[src/rtl/dll_loopback_stub.sv]
// dll_loopback_stub: stand-in for a PCIe data link layer.
// Brings the link up on a fixed timetable (linkup, then one VC at a time)
// and loops every accepted TX dword back to the RX side through a small
// first-word-fall-through FIFO.
module dll_loopback_stub #(
  parameter int LINKUP_DLY = 16,  // cycles from reset release to linkup (1..255)
  parameter int VC_UP_GAP  = 4,   // cycles between successive dll_vc_up bits (1..255)
  parameter int FIFO_DEPTH = 8    // loopback depth in dwords (power of 2, >= 2)
) (
  input  logic        tl_dll_clk,
  input  logic        arst,
  input  logic [31:0] tx_data_o,
  input  logic        tx_valid_o,
  output logic        tx_ready_i,
  input  logic [2:0]  vc_num,
  output logic [31:0] rx_data_i,
  output logic        rx_valid_i,
  input  logic        rx_ready_o,
  output logic        linkup,
  output logic [7:0]  dll_vc_up,
  output logic [15:0] dword_cnt
);

  localparam int AW = $clog2(FIFO_DEPTH);
  localparam logic [7:0] DLY_LAST = 8'(LINKUP_DLY - 1);
  localparam logic [7:0] GAP_LAST = 8'(VC_UP_GAP - 1);

  typedef enum logic [1:0] {
    ST_DOWN,
    ST_VC_INIT,
    ST_UP
  } link_state_e;

  link_state_e state;
  logic [7:0]  dly_cnt;
  logic [7:0]  gap_cnt;

  // Loopback storage; pointers carry one extra bit to tell full from empty.
  logic [31:0] mem [FIFO_DEPTH];
  logic [AW:0] wr_ptr;
  logic [AW:0] rd_ptr;
  logic        fifo_full;
  logic        fifo_empty;
  logic        push;
  logic        pop;

  // Link bring-up sequencer: DOWN counts to linkup, VC_INIT raises one VC
  // flag per gap, UP holds until the next reset.
  always_ff @(posedge tl_dll_clk or negedge arst) begin
    if (!arst) begin
      state     <= ST_DOWN;
      dly_cnt   <= '0;
      gap_cnt   <= '0;
      linkup    <= 1'b0;
      dll_vc_up <= '0;
    end else begin
      // NOTE: sequential state uses non-blocking assignments so every
      // register samples pre-edge values, independent of statement order.
      case (state)
        ST_DOWN: begin
          if (dly_cnt == DLY_LAST) begin
            linkup  <= 1'b1;
            gap_cnt <= '0;
            state   <= ST_VC_INIT;
          end else begin
            dly_cnt <= dly_cnt + 8'd1;
          end
        end
        ST_VC_INIT: begin
          if (gap_cnt == GAP_LAST) begin
            gap_cnt   <= '0;
            dll_vc_up <= {dll_vc_up[6:0], 1'b1};
            // Bit 6 already set means this step completes 8'hFF.
            if (dll_vc_up[6]) state <= ST_UP;
          end else begin
            gap_cnt <= gap_cnt + 8'd1;
          end
        end
        ST_UP:   state <= ST_UP;
        default: state <= ST_DOWN;
      endcase
    end
  end

  assign fifo_empty = (wr_ptr == rd_ptr);
  assign fifo_full  = (wr_ptr[AW] != rd_ptr[AW]) &&
                      (wr_ptr[AW-1:0] == rd_ptr[AW-1:0]);

  // A dword is only accepted on an initialised VC with room in the FIFO.
  assign tx_ready_i = linkup & dll_vc_up[vc_num] & ~fifo_full;
  assign push       = tx_valid_o & tx_ready_i;

  // FWFT head; forced to zero while empty so reset shows a clean bus.
  assign rx_valid_i = ~fifo_empty;
  assign rx_data_i  = fifo_empty ? 32'h0 : mem[rd_ptr[AW-1:0]];
  assign pop        = rx_valid_i & rx_ready_o;

  // FIFO data array write port.
  // NOTE: the data array has no reset; emptiness comes from the pointers,
  // which keeps the storage a plain RAM.
  always_ff @(posedge tl_dll_clk) begin
    if (push) mem[wr_ptr[AW-1:0]] <= tx_data_o;
  end

  // FIFO pointers and accepted-dword counter.
  always_ff @(posedge tl_dll_clk or negedge arst) begin
    if (!arst) begin
      wr_ptr    <= '0;
      rd_ptr    <= '0;
      dword_cnt <= '0;
    end else begin
      if (push) begin
        wr_ptr    <= wr_ptr + 1'b1;
        dword_cnt <= dword_cnt + 16'd1;
      end
      if (pop) rd_ptr <= rd_ptr + 1'b1;
    end
  end

endmodule

[config.mk]
export PLATFORM = sky130hd
export DESIGN_NAME = dll_loopback_stub
export DESIGN_NICKNAME = d
export VERILOG_FILES = /design/src/rtl/dll_loopback_stub.sv
export SDC_FILE = /design/constraint.sdc
export NUM_CORES = 1
export LEC_CHECK = 0
export BUFFER_PORTS_ARGS = -buffer_cell sky130_fd_sc_hd__buf_2
export CAP_MARGIN = 40
export CORE_MARGIN = 8
export CORE_UTILIZATION = 50
export DETAILED_ROUTE_END_ITERATION = 12
export PLACE_DENSITY = 0.69
export SYNTH_ARGS = -nofsm -noshare
export SYNTH_HDL_FRONTEND = slang
export SYNTH_SLANG_ARGS = --single-unit
[constraint.sdc]
create_clock -name tl_dll_clk -period 5.51 [get_ports tl_dll_clk]
set_input_delay 0.2755 -clock tl_dll_clk [delete_from_list [all_inputs] [get_ports tl_dll_clk]]
set_output_delay 0.2755 -clock tl_dll_clk [all_outputs]
set_load 0.01 [all_outputs]
==> summary.txt <==
Die
  • Row cnt: 57
  • Die ar.: 29700 sq um
  • Starting Density: 0.505
  • Die width: 172 um
  • Boundary Pins: 98
  • DIE HEIGHT: 172 um
  • Core Box Area: 24200 sq um

Synthesis
  • Synthesized Nets: 669
  • Mapped Avg Cell Area: 19.6 sq um
  • Post-synth EDFFs: 256
  • #FFs+latches synth: 307
  • Post-Synthesis Cells: 623
  • Post-synth ARST share: 0.166
  • Synthesized cell area: 12200 sq um
  • Synth unique cells: 42
  • Synth Flop Type: edfxtp_1
  • Yosys warns: 0
  • Sequential share of the synthesized area: 0.735

Pwr
  • Final Total Pwr: 7150 uW
  • Psw: 2190 uW
  • PwrDens: 495 nW/um^2
  • Sw Share: 0.306
  • Combinational Power Share: 0.307
  • Clock power frac: 0.264
  • VDD IR max: 239 uV
  • Standby leakage power: 0.00514 uW
  • Int Power: 4960 uW
  • Sequential share of power: 0.428

Clock network
  • Clk root buf: clkbuf_16
  • Latest clock arrival within the worst-skew pair: 0.57 ns
  • CTS tree: done
  • CTS H-tree depth: 1
  • Clk buf depth: 3
  • Num CTS Buffers: 30
  • CTS resizes: 0
  • Clock sink count: 307
  • Clock slew at reported path FFs: 0.06 ns

Timing
  • Final period utilization: 0.623
  • Worst slew pin tran: 0.787 ns
  • RSZ-0062 raised after global routing: false
  • Min cycle time layout: 3.43 ns
  • Setup TNS: 0 ns
  • Final Skew: 0.0315 ns
  • Finish-stage setup viols: 0
  • Fin. Hold Viols: 0
  • Slew Limit Headroom: 0.475
  • Fmax: 291 MHz
  • Max Slew Vio Count: 0

Finish
  • Share of cells above drive strength 1: 0.317
  • FF+latch area: 8970 sq um
  • Area Growth Syn to Fin: 18.4%
  • Fillcell total: 1722
  • Antenna diodes: 0
  • Fin nets: 820
  • Footprint of the multi-input gates: 3160 sq um
  • Most frequent cells in the layout: 256 x edfxtp_1, 97 x buf_2, 66 x mux4_2, 48 x dfrtp_1, 40 x nor2_1
  • Commonest non-fill, non-tap cell in the layout: edfxtp_1

Worst setup path
  • Slowest cell on the critical path: dfrtp_4
  • Max stage delay on crit path: 0.81 ns
  • Critical Path Sink Type: output port
  • Crit Path Class: reg2out
  • Crit-path cells: buf_4, mux4_2, mux2i_1, nor2_1, buf_2
  • Reg-to-Reg End: mem[2][25]
  • Worst Path Max Fanout: 38
  • Crit path DAT: 3.16 ns
  • Setup crit start kind: flop
  • R2r startpoint: rd_ptr[2]
  • Crit path required time: 5.23 ns
  • Worst R2R Path Depth: 6
  • Worst R2R Setup Slack: 2.14 ns

GRT
  • Antenna violations before repair: 0
  • Vias in the first global route: 6704
  • Largest net degree at the start of global routing: 54
  • Global-route wire length before repair: 38000 um
  • Gr usage total: 0.166
  • Grt total ovfl: 0

Detailed routing
  • # DRC: 0
  • DR pass1 iterations: 5
  • DRT Wirelength: 24000 um
  • Antenna Nets Post-Route: 0
  • DRT iter0 DRCs: 469
  • DR vias/cell: 5.51
  • Vias: 6183
  • Wire per inst: 21.4 um

Job
  • Max-Cap Viols: 0

Hold path
  • Hold Path End: mem[3][18]
  • Hold crit path type: in2reg
  • WHS Path Cells: 1
  • Hold Path Origin: tx_data_o[18]

Placed design
  • Gpl congestion: 0.770
  • Detailed placer's ending HPWL: 14800 um
  • Port Buffers: 97

Run status
  • Outcome: finished, final reports clean
[layer usage]
metal,global-route usage,share of wire
met1,0.215,0.42
met2,0.290,0.51
met3,0.0297,0.057
met4,0.0352,0.012
met5,0,0
[worst max-delay path: cells and delay by family (launching register included)]
kind                   cells  cell delay, ns
muxes                      2            0.78
buffers and inverters      2            0.85
and+or+nand+nor            1            0.07
DFF                        1            0.81
[area by class of cell]
cell class	instances	area share
multi-input cells	286	0.218
inverters	4	0.00104
clock inverters	7	0.00303
clock buffers	49	0.0604
repair buffers	145	0.0683
well taps	324	0.0281
flip-flops and latches	307	0.621
[power groups by stage]
stage / clock [uW] / sequential, uW / combinational, uW
finish: 1890 / 3060 / 2200
detailed placement: 0 / 3110 / 2230
floorplan: 0 / 3020 / 1500
CTS: 1940 / 3070 / 2250
global placement: 0 / 3090 / 2150
global route: 2030 / 3100 / 2390
[state kept, by name, summed over array words and instances, names as in the netlist]
register / flops
linkup: 1
rd_ptr: 4
dword_cnt: 16
mem: 256
wr_ptr: 4
gap_cnt: 8
dll_vc_up: 8
dly_cnt: 8
state: 2
[synthesized netlist by cell type, types with 2 or more instances]
| cell | count | area, sq um |
|---|---|---|
| nand3_1 | 13 | 65.1 |
| nor2b_1 | 3 | 18.8 |
| and4_1 | 3 | 26.3 |
| dfrtp_1 | 51 | 1280 |
| nand4_1 | 7 | 43.8 |
| mux2i_1 | 33 | 330 |
| inv_1 | 4 | 15.0 |
| edfxtp_1 | 256 | 7690 |
| nor2_1 | 40 | 150 |
| buf_2 | 10 | 50.1 |
| mux2_2 | 12 | 135 |
| o21ai_0 | 8 | 40.0 |
| nor3_1 | 6 | 30.0 |
| clkbuf_1 | 10 | 37.5 |
| ha_1 | 7 | 87.6 |
| xnor2_1 | 24 | 210 |
| or2_1 | 2 | 12.5 |
| and3_1 | 10 | 62.6 |
| nand2b_1 | 4 | 25.0 |
| buf_1 | 4 | 15.0 |
| or4_1 | 2 | 15.0 |
| xor2_1 | 10 | 87.6 |
| nor4b_1 | 2 | 17.5 |
| nand2_1 | 17 | 63.8 |
| mux4_2 | 66 | 1490 |
| o31ai_1 | 3 | 22.5 |
[through the flow]
step / cells / setup slack, ns / hold WS [ns] / utilization / cell area, sq um
finish: 1122 / 2.08 / 0.0371 / 0.598 / 14400
CTS: 1122 / 1.96 / 0.0133 / 0.598 / 14400
global placement: 1033 / 2.30 / 0.413 / 0.544 / 13200
global route: 1122 / 1.82 / 0.0251 / 0.598 / 14400
detailed placement: 1037 / 2.08 / 0.429 / 0.548 / 13200
floorplan: 623 / 0.337 / -0.0201 / - / 12200
[logic make-up after synthesis]
logic type                 after synthesis  synth area share
DFF                                    307             0.735
and+or+nand+nor                        116            0.0503
muxes                                  111             0.160
xor gates and xnor gates                34            0.0244
buffers and inverters                   30            0.0110
AOI/OAI and AO/OA                       18            0.0126
adders and majority gates                7           0.00718
[what timing repair did]
| action | 4_1_cts | 5_1_grt |
|---|---|---|
| endpoints found under the hold margin | 248 | 0 |
| hold buffers | 29 | 0 |
| setup buffers | 0 | 0 |
[how the worst max path moves through the flow]
stage                               end  slack [ns]  depth (start not counted)  startpoint
final                     rx_data_i[21]        2.08                          5   rd_ptr[0]
after detailed placement      mem[2][0]        2.08                          6   rd_ptr[2]
after global routing      rx_data_i[21]        1.82                          5   rd_ptr[0]
after CTS                 rx_data_i[15]        1.96                          5   rd_ptr[0]
after floorplan               mem[0][0]        0.34                          5   wr_ptr[1]
after global placement        mem[6][6]        2.30                          5   rd_ptr[2]
Power figures use the tool's default switching activity.
